## src/rtl/combat_pkg.sv

```systemverilog
// Shared types, tuning constants and the attack lookup for the combat resolver.
// IFRAMES is consumed only when COMBAT_IFRAME_EN is defined.
package combat_pkg;

    localparam int unsigned MAX_HP      = 100;
    localparam int unsigned PUNCH_DMG   = 5;
    localparam int unsigned KICK_DMG    = 10;
    localparam int unsigned BLOCK_SHIFT = 2;
    localparam int unsigned PUNCH_REACH = 30;
    localparam int unsigned KICK_REACH  = 45;
    localparam int unsigned WINDUP_FR   = 3;
    localparam int unsigned ACTIVE_FR   = 2;
    localparam int unsigned RECOVER_FR  = 10;
    localparam int unsigned IFRAMES     = 20;

    // Wide enough for the longest phase load (RECOVER_FR - 1) and for IFRAMES.
    localparam int unsigned CntW = 4;
    localparam int unsigned InvW = 5;

    typedef enum logic [1:0] {
        StIdle    = 2'd0,
        StWindup  = 2'd1,
        StActive  = 2'd2,
        StRecover = 2'd3
    } atk_state_t;

    typedef enum logic {
        AtkPunch = 1'b0,
        AtkKick  = 1'b1
    } atk_type_t;

    typedef struct packed {
        logic [9:0] reach;
        logic [7:0] dmg;
    } atk_info_t;

    function automatic atk_info_t atk_info(input atk_type_t t);
        atk_info_t info;
        if (t == AtkKick) begin
            info.reach = 10'(KICK_REACH);
            info.dmg   = 8'(KICK_DMG);
        end else begin
            info.reach = 10'(PUNCH_REACH);
            info.dmg   = 8'(PUNCH_DMG);
        end
        return info;
    endfunction

endpackage

```

## src/rtl/attack_fsm.sv

```systemverilog
// Per-fighter attack sequencer: IDLE -> WINDUP -> ACTIVE -> RECOVER, one attack per key press.
// Owns the frame counter, armed bit, latched attack type and hit-landed latch.
module attack_fsm
    import combat_pkg::*;
(
    input  logic       frame_clk,
    input  logic       Reset,
    input  logic       startscreen_i,
    input  logic       halt_i,
    input  logic       punch_i,
    input  logic       kick_i,
    input  logic       block_i,
    input  logic       hit_landed_i,
    output atk_state_t state_o,
    output atk_type_t  type_o,
    output logic       landed_o
);

    atk_state_t      state_q, state_d;
    logic [CntW-1:0] cnt_q, cnt_d;
    logic            armed_q, armed_d;
    atk_type_t       type_q, type_d;
    logic            landed_q, landed_d;

    always_comb begin
        state_d  = state_q;
        cnt_d    = cnt_q;
        armed_d  = armed_q;
        type_d   = type_q;
        landed_d = landed_q | hit_landed_i;

        // Re-arm only after both attack keys have been seen low.
        if (!punch_i && !kick_i) begin
            armed_d = 1'b1;
        end

        if (startscreen_i) begin
            state_d  = StIdle;
            cnt_d    = '0;
            armed_d  = 1'b1;
            landed_d = 1'b0;
        end else if (halt_i) begin
            state_d = StIdle;
            cnt_d   = '0;
        end else begin
            unique case (state_q)
                StIdle: begin
                    if (armed_q && (punch_i || kick_i) && !block_i) begin
                        state_d  = StWindup;
                        cnt_d    = CntW'(WINDUP_FR - 1);
                        armed_d  = 1'b0;
                        type_d   = kick_i ? AtkKick : AtkPunch;
                        landed_d = 1'b0;
                    end
                end
                StWindup: begin
                    if (cnt_q == '0) begin
                        state_d = StActive;
                        cnt_d   = CntW'(ACTIVE_FR - 1);
                    end else begin
                        cnt_d = cnt_q - 1'b1;
                    end
                end
                StActive: begin
                    if (cnt_q == '0) begin
                        state_d = StRecover;
                        cnt_d   = CntW'(RECOVER_FR - 1);
                    end else begin
                        cnt_d = cnt_q - 1'b1;
                    end
                end
                StRecover: begin
                    if (cnt_q == '0) begin
                        state_d = StIdle;
                    end else begin
                        cnt_d = cnt_q - 1'b1;
                    end
                end
            endcase
        end
    end

    always_ff @(posedge frame_clk or posedge Reset) begin
        if (Reset) begin
            state_q  <= StIdle;
            cnt_q    <= '0;
            armed_q  <= 1'b1;
            type_q   <= AtkPunch;
            landed_q <= 1'b0;
        end else begin
            state_q  <= state_d;
            cnt_q    <= cnt_d;
            armed_q  <= armed_d;
            type_q   <= type_d;
            landed_q <= landed_d;
        end
    end

    assign state_o  = state_q;
    assign type_o   = type_q;
    assign landed_o = landed_q;

endmodule

```

## src/rtl/combat_resolver.sv

```systemverilog
// Hit geometry, health bars and death flags for two fighters, fed by two attack_fsm instances.
// Optional invulnerability window after a hit is enabled by defining COMBAT_IFRAME_EN.
module combat_resolver
    import combat_pkg::*;
(
    input  logic       frame_clk,
    input  logic       Reset,
    input  logic       startscreen,
    input  logic [9:0] p1_x,
    input  logic [9:0] p1_y,
    input  logic [9:0] p2_x,
    input  logic [9:0] p2_y,
    input  logic [9:0] p1_l,
    input  logic [9:0] p1_r,
    input  logic [9:0] p1_u,
    input  logic [9:0] p1_d,
    input  logic [9:0] p2_l,
    input  logic [9:0] p2_r,
    input  logic [9:0] p2_u,
    input  logic [9:0] p2_d,
    input  logic       punch_flag1,
    input  logic       kick_flag1,
    input  logic       block_flag1,
    input  logic       punch_flag2,
    input  logic       kick_flag2,
    input  logic       block_flag2,
    output logic [7:0] hp1,
    output logic [7:0] hp2,
    output logic       deathL,
    output logic       deathR,
    output logic       hit1,
    output logic       hit2,
    output logic [1:0] atk_state1,
    output logic [1:0] atk_state2
);

    function automatic logic signed [10:0] gap_f(input logic [9:0] ax, input logic [9:0] aoff,
                                                 input logic [9:0] bx, input logic [9:0] boff);
        return ($signed({1'b0, ax}) - $signed({1'b0, aoff}))
             - ($signed({1'b0, bx}) + $signed({1'b0, boff}));
    endfunction

    function automatic logic signed [11:0] ext_f(input logic [9:0] v);
        return $signed({2'b00, v});
    endfunction

    atk_state_t st1, st2;
    atk_type_t  ty1, ty2;
    logic       landed1, landed2;
    atk_info_t  info1, info2;

    logic [7:0] hp1_q, hp1_d, hp2_q, hp2_d;
    logic       hit1_q, hit1_d, hit2_q, hit2_d;
    logic       dead;
    logic       face1_right;
    logic signed [10:0] gap;
    logic       vert_ovl;
    logic       hit_on1, hit_on2;
    logic [7:0] dmg1, dmg2;
    logic       inv1_clr, inv2_clr;

    assign dead        = (hp1_q == '0) || (hp2_q == '0);
    assign face1_right = p1_x < p2_x;

    // Both fighters always face each other, so the gap and the vertical
    // overlap test come out identical whichever one is attacking.
    assign gap = face1_right ? gap_f(p2_x, p2_l, p1_x, p1_r) : gap_f(p1_x, p1_l, p2_x, p2_r);
    assign vert_ovl = (ext_f(p1_y) + ext_f(p1_d) > ext_f(p2_y) - ext_f(p2_u))
                   && (ext_f(p2_y) + ext_f(p2_d) > ext_f(p1_y) - ext_f(p1_u));

    assign info1 = atk_info(ty1);
    assign info2 = atk_info(ty2);

`ifdef COMBAT_IFRAME_EN
    logic [InvW-1:0] inv1_q, inv1_d, inv2_q, inv2_d;
    assign inv1_clr = (inv1_q == '0);
    assign inv2_clr = (inv2_q == '0);
`else
    assign inv1_clr = 1'b1;
    assign inv2_clr = 1'b1;
`endif

    // hit_onN: fighter N takes damage at the coming frame edge.
    assign hit_on2 = (st1 == StActive) && !landed1 && (gap <= $signed({1'b0, info1.reach}))
                  && vert_ovl && !dead && !startscreen && inv2_clr;
    assign hit_on1 = (st2 == StActive) && !landed2 && (gap <= $signed({1'b0, info2.reach}))
                  && vert_ovl && !dead && !startscreen && inv1_clr;

    assign dmg2 = block_flag2 ? (info1.dmg >> BLOCK_SHIFT) : info1.dmg;
    assign dmg1 = block_flag1 ? (info2.dmg >> BLOCK_SHIFT) : info2.dmg;

    always_comb begin
        hp1_d  = hp1_q;
        hp2_d  = hp2_q;
        hit1_d = hit_on1;
        hit2_d = hit_on2;
        if (startscreen) begin
            hp1_d = 8'(MAX_HP);
            hp2_d = 8'(MAX_HP);
        end else begin
            if (hit_on1) begin
                hp1_d = (hp1_q > dmg1) ? hp1_q - dmg1 : '0;
            end
            if (hit_on2) begin
                hp2_d = (hp2_q > dmg2) ? hp2_q - dmg2 : '0;
            end
        end
    end

    always_ff @(posedge frame_clk or posedge Reset) begin
        if (Reset) begin
            hp1_q  <= 8'(MAX_HP);
            hp2_q  <= 8'(MAX_HP);
            hit1_q <= 1'b0;
            hit2_q <= 1'b0;
        end else begin
            hp1_q  <= hp1_d;
            hp2_q  <= hp2_d;
            hit1_q <= hit1_d;
            hit2_q <= hit2_d;
        end
    end

`ifdef COMBAT_IFRAME_EN
    always_comb begin
        inv1_d = inv1_q;
        inv2_d = inv2_q;
        if (startscreen) begin
            inv1_d = '0;
            inv2_d = '0;
        end else begin
            if (hit_on1) begin
                inv1_d = InvW'(IFRAMES);
            end else if (!inv1_clr) begin
                inv1_d = inv1_q - 1'b1;
            end
            if (hit_on2) begin
                inv2_d = InvW'(IFRAMES);
            end else if (!inv2_clr) begin
                inv2_d = inv2_q - 1'b1;
            end
        end
    end

    always_ff @(posedge frame_clk or posedge Reset) begin
        if (Reset) begin
            inv1_q <= '0;
            inv2_q <= '0;
        end else begin
            inv1_q <= inv1_d;
            inv2_q <= inv2_d;
        end
    end
`endif

    attack_fsm u_fsm1 (
        .frame_clk    (frame_clk),
        .Reset        (Reset),
        .startscreen_i(startscreen),
        .halt_i       (dead),
        .punch_i      (punch_flag1),
        .kick_i       (kick_flag1),
        .block_i      (block_flag1),
        .hit_landed_i (hit_on2),
        .state_o      (st1),
        .type_o       (ty1),
        .landed_o     (landed1)
    );

    attack_fsm u_fsm2 (
        .frame_clk    (frame_clk),
        .Reset        (Reset),
        .startscreen_i(startscreen),
        .halt_i       (dead),
        .punch_i      (punch_flag2),
        .kick_i       (kick_flag2),
        .block_i      (block_flag2),
        .hit_landed_i (hit_on1),
        .state_o      (st2),
        .type_o       (ty2),
        .landed_o     (landed2)
    );

    assign hp1        = hp1_q;
    assign hp2        = hp2_q;
    assign deathL     = (hp1_q == '0);
    assign deathR     = (hp2_q == '0);
    assign hit1       = hit1_q;
    assign hit2       = hit2_q;
    assign atk_state1 = st1;
    assign atk_state2 = st2;

endmodule

```

## config.mk

```make
export PLATFORM = sky130hd
export DESIGN_NAME = combat_resolver
export DESIGN_NICKNAME = d
export VERILOG_FILES = /design/src/rtl/combat_pkg.sv /design/src/rtl/attack_fsm.sv /design/src/rtl/combat_resolver.sv
export SDC_FILE = /design/constraint.sdc
export NUM_CORES = 1
export LEC_CHECK = 0
export CAP_MARGIN = 20
export CORE_ASPECT_RATIO = 1.5
export CORE_MARGIN = 2
export CORE_UTILIZATION = 53
export DETAILED_ROUTE_END_ITERATION = 7
export PLACE_DENSITY = 0.83
export RECOVER_POWER = 25
export SKIP_CTS_REPAIR_TIMING = 1
export SYNTH_ARGS = -nofsm -noshare
export SYNTH_HDL_FRONTEND = slang
export SYNTH_SLANG_ARGS = --single-unit
export TNS_END_PERCENT = 5
```

## constraint.sdc

```tcl
create_clock -name frame_clk -period 3 [get_ports frame_clk]
set_clock_uncertainty 0.2 [all_clocks]
set_input_delay 0.3 -clock frame_clk [delete_from_list [all_inputs] [get_ports frame_clk]]
set_output_delay 0.3 -clock frame_clk [all_outputs]
set_load 0.02 [all_outputs]
```

==> run metrics, run 1 <==
Synthesized Nets=about 1,200; Layout area overhead=55.3%; Die ar.=approximately 0.014 mm^2; DR iter-0 viols=672; vias in the first global route=7,966; Post-synth ARST share=1.00; status=complete, but fails checks; largest net degree at the start of global routing=37; Post-Syn Instances=875; critical path arrival=4880 ps; antenna-violating nets left=0; most common cell after layout, fill and taps aside=buf_4; final setup fails=20; Die Wd=98.4 um; commonest cells after routing, fill and taps aside=182 x buf_4, 146 x inv_1, 108 x clkdlybuf4s50_1; predominant post-synthesis flop cell=dfrtp_1; clock sink count=36; CTS Buf Count=5; relative slew slack=-0.308; CTS root buffer=clkbuf_16; total global-route track usage=0.294; Tot Pwr=roughly 6.2 mW; FMAX=between 200 and 250 MHz; Setup CP Type=in2reg; leading area contributor after synthesis=ha_1; worst endpoint required time=3010 ps; Lkg Pwr=roughly 5.6 nW; Non-Filler Instances=1,376; vias=8,383; worst setup margin=-1860 ps; crit path launch type=primary input; Layout Nets=1,510; crit-path max FO=6; syn avg cell area=8.10 um^2; dpl cells=1,353; fill count=roughly 660; I/O pin total=153; Worst-path clk slew=50 ps; GRT overflow=0; CTS tree=done; Starting Density=0.545; Synth top area share=0.210; area of the multi-input gates=roughly 0.006 mm^2; vias per inst=between 6 and 7; pwr dens=565 mW/mm^2; sequential share of the synthesized area=0.128; Fin. Hold Viols=0; RSZ-0062 raised after global routing=true; Slew @ Worst Pin=roughly 2000 ps; first-pass GRT wire length=35,500 um; chip height=146 um; core area=0.0130 mm^2; hpwl dp=18,100 um; Yosys cell types=66; Yosys reg bits=36; register area=about 910 um^2; number of I/O port buffers=~150; Setup crit end kind=register; Final Slew Violations=37; clock network latency to the later pin of the worst-skew pair=roughly 290 ps; Antenna Cells=0; Max VDD drop=612 uV; Synthesis Warnings=0; Period minus WS final=roughly 4900 ps; drc violations=0; failing checks=capacitance limit, slew limit, setup timing; DR pass1 iterations=6; num rows=51; Total Wirelength=27,800 um; fraction of layout cells with a size suffix above 1=0.280; max cap viols=1; Hold Path Class=reg2reg; number of synthesized flops with an enable pin=0; clk buf depth=2; period utilization=1.62; gp weighted congestion=about 0.9; H-tree depth=2; Mapped Area=0.00709 mm^2; wire per inst=~20 um; antenna violations before repair=0; Synth area leaders=ha_1 21%, fa_1 13%, inv_1 9.9%
-- cell usage after synthesis, types with 12 or more instances --
cell type and instances:
xnor2_1 29, o21ai_0 46, a21oi_1 53, a211oi_1 17, a21o_1 21, xor2_1 12
fa_1 46, ha_1 119, inv_1 187, nor2b_1 12, nor2_1 51, o21a_1 13
dfrtp_1 28, nand2_1 37, nor3_1 23
-- critical path: stages --
cell,delay [ps]
clkdlybuf4s50_1,440
ha_1,300
inv_1,60
fa_1,520
ha_1,370
nand2b_1,180
a21oi_2,110
o21ai_1,160
nand2b_1,110
xnor2_2,210
a21oi_2,120
ha_4,290
nand4_1,90
nor3_2,280
o32ai_2,150
a2111o_1,510
or4b_4,530
a21oi_2,140
-- kinds of logic (layout without fill, tap and decap cells) --
| kind of cell | Yosys count | in the layout | synth area share |
|---|---|---|---|
| multiplexers | 8 | 8 | 0.0116 |
| XOR/XNOR | 41 | 41 | 0.0506 |
| AND/OR/NAND/NOR | 208 | 208 | 0.153 |
| adder cells (fa/ha/maj) | 165 | 165 | 0.340 |
| AO/OA/AOI/OAI | 224 | 224 | 0.214 |
| buffers and inverters | 193 | 535 | 0.102 |
| flip-flops | 36 | 36 | 0.128 |
-- through the flow --
stage / setup WS (ps) / TNS [ps] / hold slack (ps) / utilization / instance area, um^2
6_report: -1860 / -33560 / 301 / 0.846 / 11000
5_1_grt: -1900 / -35160 / 318 / 0.846 / 11000
4_1_cts: -1980 / -36630 / 244 / 0.789 / 10300
3_5_place_dp: -2260 / -41950 / 299 / 0.778 / 10100
3_3_place_gp: -2090 / -39430 / 299 / 0.778 / 10100
2_1_floorplan: -1400 / -24660 / 258 / - / 7150
-- layout make-up --
type | instances | area share
timing repair buffer | 340 | 0.277
sequential | 36 | 0.0827
tap | 159 | 0.0181
inverter | 187 | 0.0641
clock buffer | 7 | 0.0120
multi-input combinational | 646 | 0.545
clock inverter | 1 | 0.000454
-- where the power goes --
part           switching [mW]  internal [mW]  leakage [nW]
Clock                   0.203          0.307        0.0679
Combinational            2.59           2.37          5.10
Sequential              0.137          0.605         0.462
-- layer usage --
metal,global-route usage,vias to the layer above,share of wire
li1,-,3717,-
met1,0.336,3962,0.34
met4,0.0890,0,0.066
met5,0,-,0
met2,0.563,509,0.52
met3,0.0293,195,0.072
-- final timing paths --
kind | start | slack (ps) | end | cells after the start
max in group asynchronous | Reset | 510 | hp1[0] | 3
max | p2_r[1] | -1860 | hp1[4] | 18
min reg2reg | u_fsm2.cnt_q[0] | 300 | u_fsm2.cnt_q[0] | 1
max reg2reg | u_fsm2.type_o | -20 | hp1[7] | 11
min in group asynchronous | Reset | 960 | u_fsm2.cnt_q[2] | 3
min | u_fsm2.cnt_q[0] | 300 | u_fsm2.cnt_q[0] | 1
-- state kept, by name, summed over array words and instances, names as in the netlist, 2 cells and up --
signal	flops
hp1	8
hp2	8
u_fsm1.cnt_q	4
u_fsm2.cnt_q	4
u_fsm1.state_o	2
u_fsm2.state_o	2
(Power assumes the default switching activity.)
==> inputs of run 2 (changes only) <==
--- a/config.mk
+++ b/config.mk
@@ -9,9 +9,11 @@
 export CORE_ASPECT_RATIO = 1.5
 export CORE_MARGIN = 2
 export CORE_UTILIZATION = 53
+export CTS_CLUSTER_SIZE = 20
 export DETAILED_ROUTE_END_ITERATION = 7
 export PLACE_DENSITY = 0.83
 export RECOVER_POWER = 25
+export REMOVE_ABC_BUFFERS = 1
 export SKIP_CTS_REPAIR_TIMING = 1
 export SYNTH_ARGS = -nofsm -noshare
 export SYNTH_HDL_FRONTEND = slang
==> run 2 against run 1 <==
  * The flow still finishes with violations (capacitance limit, slew limit, setup timing)
  * Worst hold slack improved by 24 ps
  * Highest routed layer unchanged
  * Clock-buffer cell count did not move
  * Critical endpoint unchanged
  * Die area did not move
  * Sequential share of layout area decreased by 0.21 points
  * Combinational power up 5.2%
==> run metrics, run 2 (same netlist as run 1, synthesis figures left out) <==
fraction of layout cells with a size suffix above 1=0.321; gp weighted congestion=between 0.9 and 1; clk buf depth=2; worst setup margin=-1800 ps; GRT overflow=0; crit path launch type=primary input; most common cell after layout, fill and taps aside=buf_4; Non-Filler Instances=1,379; worst slack, placed=-2360 ps; Hold Path Class=reg2reg; final setup fails=20; FMAX=approximately 210 MHz; hpwl dp=18,200 um; critical path arrival=4800 ps; antenna violations before repair=1; core area=~0.013 mm^2; vias in the first global route=a little over 8,000; Setup crit end kind=register; Antenna Cells=0; worst endpoint required time=3000 ps; Worst Hold Slack=325 ps; Total Wirelength=29,300 um; RSZ-0062 raised after global routing=true; DP Area=0.0101 mm^2; first-pass GRT wire length=35,000 um; max cap viols=1; num rows=51; Worst-path clk slew=50 ps; antenna-violating nets left=0; CTS Buf Count=5; chip height=146 um; Starting Density=0.545; Sw Pwr=~3.1 mW; commonest cells after routing, fill and taps aside=185 x buf_4, 137 x inv_1, 98 x clkdlybuf4s50_1; Slew @ Worst Pin=1990 ps; crit-path max FO=6; relative slew slack=-0.329; Sequential Power Share=0.117; Switching Fraction=0.470; clock share of power=0.082; period utilization=1.60; vias=8,531; DR pass1 iterations=7; H-tree depth=2; Comb pwr share=0.802; number of I/O port buffers=152; final std cell area, no fill=0.0113 mm^2; Die ar.=roughly 0.014 mm^2; largest net degree at the start of global routing=37; CTS tree=done; Period minus WS final=4800 ps; dpl cells=1,359; Setup CP Type=in2reg; vias per inst=6.19; Layout area overhead=59.4%; Final Slew Violations=37; Fin. Hold Viols=0; total global-route track usage=0.292; clock network latency to the later pin of the worst-skew pair=between 200 and 300 ps; wire per inst=21.2 um; Core Util, Final=0.869; DR iter-0 viols=516; Max VDD drop=647 uV; failing checks=capacitance limit, slew limit, setup timing; status=complete, but fails checks; Lkg Pwr=5.70 nW; CTS root buffer=clkbuf_16; clock sink count=36; Int Power=roughly 3.5 mW; I/O pin total=153; Layout Nets=1,514; drc violations=0; Die Wd=98.4 um; pwr dens=577 mW/mm^2
-- run 2: worst paths after layout --
kind	startpoint	to	slack, ps	depth (start not counted)
min in group asynchronous	Reset	hit2	990	3
setup reg to reg	u_fsm1.type_o	hp2[5]	60	12
max in group asynchronous	Reset	u_fsm2.type_o	460	3
hold / removal	u_fsm1.cnt_q[1]	u_fsm1.cnt_q[1]	330	2
setup / recovery	p2_x[8]	hp1[4]	-1800	16
hold reg to reg	u_fsm1.cnt_q[1]	u_fsm1.cnt_q[1]	330	2
-- run 2: critical path, cell delays in order --
cell and delay (ps):
clkdlybuf4s50_1 460, inv_1 60, fa_1 540, inv_1 60
fa_1 520, inv_1 60, ha_1 330, inv_1 120
nor2_1 70, o311ai_0 130, o211ai_1 330, a2111oi_4 500
o32ai_2 150, a2111o_1 480, or4b_4 520, a21oi_1 160
-- run 2: power by group through the flow --
stage / Sequential (mW) / Combinational, mW / Clock (mW)
2_1_floorplan: 0.771 / 2.42 / 0
3_3_place_gp: 0.746 / 3.85 / 0
3_5_place_dp: 0.749 / 4.00 / 0
4_1_cts: 0.744 / 4.04 / 0.539
5_1_grt: 0.775 / 5.55 / 0.555
6_report: 0.761 / 5.23 / 0.533
-- run 2: through the flow --
stage | setup TNS, ps | total power, mW
global route | -32710 | 6.88
finish | -31900 | 6.53
global placement | -41980 | 4.59
CTS | -38980 | 5.32
detailed placement | -43820 | 4.75
floorplan | -27170 | 3.19
-- run 2: final cells by class --
type / count / area, um^2
inverters: 187 / 702
well taps: 159 / 199
repair buffers: 343 / 3070
multi-input cells: 647 / 6270
flip-flops and latches: 36 / 911
clock buffers: 7 / 153
fillers: 594 / 1710
-- run 2: per-layer routing --
metal,track usage,part of all wire,vias to the layer above
met5,0,0,-
met2,0.566,0.51,581
met3,0.0360,0.079,220
li1,-,-,3724
met1,0.310,0.33,4006
met4,0.120,0.081,0
==> inputs of run 3 (changes only) <==
--- a/config.mk
+++ b/config.mk
@@ -14,7 +14,6 @@
 export PLACE_DENSITY = 0.83
 export RECOVER_POWER = 25
 export REMOVE_ABC_BUFFERS = 1
-export SKIP_CTS_REPAIR_TIMING = 1
 export SYNTH_ARGS = -nofsm -noshare
 export SYNTH_HDL_FRONTEND = slang
 export SYNTH_SLANG_ARGS = --single-unit
==> run 3 against run 2 <==
  * The flow finishes with violations (DRC, capacitance limit, slew limit, setup timing)
  * Fmax down 3.2%
  * Clock-buffer cell count unchanged
  * Combinational power up 8.8%
  * Clock power about the same
  * Critical path depth up 5
==> run metrics, run 3 (same netlist as run 1, synthesis figures left out) <==
relative slew slack=-0.322; period utilization=1.65; Sequential Power Share=0.109; drc violations=1; Core Util, Final=0.878; r2r setup slk=-10 ps; Lkg Pwr=5.55 nW; Die Wd=between 90 and 100 um; GRT overflow=0; WHS Endpoint=u_fsm1.cnt_q[1]; Hold Path Class=reg2reg; Layout Nets=1,553; core area=0.0130 mm^2; RSZ-0062 raised after global routing=true; Layout area overhead=61.2%; fill count=574; Setup crit end kind=register; vias=9,471; clock share of power=0.076; critical path arrival=4880 ps; Fin. Hold Viols=0; wire per inst=25.2 um; first-pass GRT wire length=between 40,000 and 50,000 um; clock network latency to the later pin of the worst-skew pair=between 200 and 300 ps; # hold bufs at CTS=0; largest net degree at the start of global routing=37; Final Slew Violations=37; status=complete, but fails checks; gp weighted congestion=0.931; number of I/O port buffers=152; Non-Filler Instances=1,419; I/O pin total=153; crit path launch type=primary input; Max VDD drop=654 uV; hpwl dp=approximately 18,000 um; Total Wirelength=35,700 um; most common cell after layout, fill and taps aside=buf_4; worst hold stages=2; Period minus WS final=around 5000 ps; final setup fails=20; Die ar.=between 0.01 and 0.015 mm^2; Slew @ Worst Pin=1980 ps; total global-route track usage=0.385; DR pass1 iterations=8; Switching Fraction=0.483; FF-to-FF path depth=8; H-tree depth=2; vias in the first global route=about 9,400; num rows=51; antenna-violating nets left=0; CTS tree=done; fraction of layout cells with a size suffix above 1=0.363; worst endpoint required time=2930 ps; Worst Hold Slack=326 ps; HP Start=u_fsm1.cnt_q[1]; clk buf depth=2; Int Power=3.61 mW; antenna violations before repair=0; FMAX=202 MHz; crit-path max FO=8; vias per inst=around 6.7; reg2reg end=hp1[0]; pwr dens=611 mW/mm^2; dpl cells=1,359; CTS Buf Count=5; Sw Pwr=3.37 mW; Critical R2R Launch=u_fsm2.type_o; Worst-path clk slew=50 ps; CTS root buffer=clkbuf_16; Starting Density=0.545; max cap viols=1; worst setup margin=-1960 ps; failing checks=DRC, capacitance limit, slew limit, setup timing; clock sink count=36; Comb pwr share=0.815; Setup CP Type=in2reg; DR iter-0 viols=1,170; chip height=146 um; commonest cells after routing, fill and taps aside=222 x buf_4, 135 x inv_1, 94 x clkdlybuf4s50_1
-- run 3: layout make-up --
cell class,count,area [um^2],share of cell area
diodes,1,2.50,0.000219
well taps,159,199,0.0174
repair buffers,382,3180,0.278
inverters,187,709,0.0621
multi-input cells,647,6280,0.549
clock buffers,7,153,0.0134
flip-flops and latches,36,911,0.0797
-- run 3: layer usage --
layer  vias to the layer above  wire length, um  track usage
met3                       396             4430       0.0648
met2                       925            16300        0.717
met4                         0             4190        0.250
met1                      4344            10800        0.385
li1                       3806                -            -
met5                         -                0            0
-- run 3: how the worst max path moves through the flow --
stage	startpoint	endpoint	slack, ps	cells after the start
after detailed placement	p1_x[2]	hp1[3]	-2360	17
after global placement	p1_x[2]	hp1[6]	-2270	17
after floorplan	p2_x[2]	hp1[7]	-1680	15
final	p2_y[0]	hp1[0]	-1960	21
after CTS	p2_l[0]	hp1[4]	-1440	15
after global routing	p2_y[0]	hp1[0]	-1940	21
-- run 3: what timing repair did --
action / CTS / global route
gates resized for setup: 241 / 111
cloned: 1 / 0
endpoints found under the setup margin: 20 / 20
pin swaps: 145 / 99
buffers inserted: 38 / 13
-- run 3: power by group through the flow --
stage / Combinational, mW / Clock (mW) / Sequential (mW)
floorplan: 2.42 / 0 / 0.771
global placement: 3.85 / 0 / 0.746
detailed placement: 4.00 / 0 / 0.749
CTS: 4.71 / 0.539 / 0.750
global route: 5.94 / 0.558 / 0.776
finish: 5.69 / 0.533 / 0.761
-- run 3: stage by stage --
stage | power [mW] | TNS (ps) | worst slack (ps) | cell area, um^2
2_1_floorplan | 3.19 | -27170 | -1680 | 7070
3_3_place_gp | 4.59 | -41980 | -2270 | 10100
3_5_place_dp | 4.75 | -43820 | -2360 | 10100
4_1_cts | 6.00 | -25350 | -1440 | 11100
5_1_grt | 7.28 | -36020 | -1940 | 11400
6_report | 6.99 | -36020 | -1960 | 11400
-- run 3: worst max-delay path, cell delays in order --
cell and delay (ps):
dlygate4sd2_1 250, ha_2 210, inv_2 50, fa_2 400, nor2b_2 350, o31a_1 280, o21ai_2 130, a21boi_2 180
buf_4 130, buf_4 100, nor2_1 50, ha_1 340, nand4_1 210, o211ai_1 200, o221ai_2 150, a21oi_2 180
a2111o_1 200, nand3_2 110, a2111o_1 420, buf_6 190, o41ai_1 440
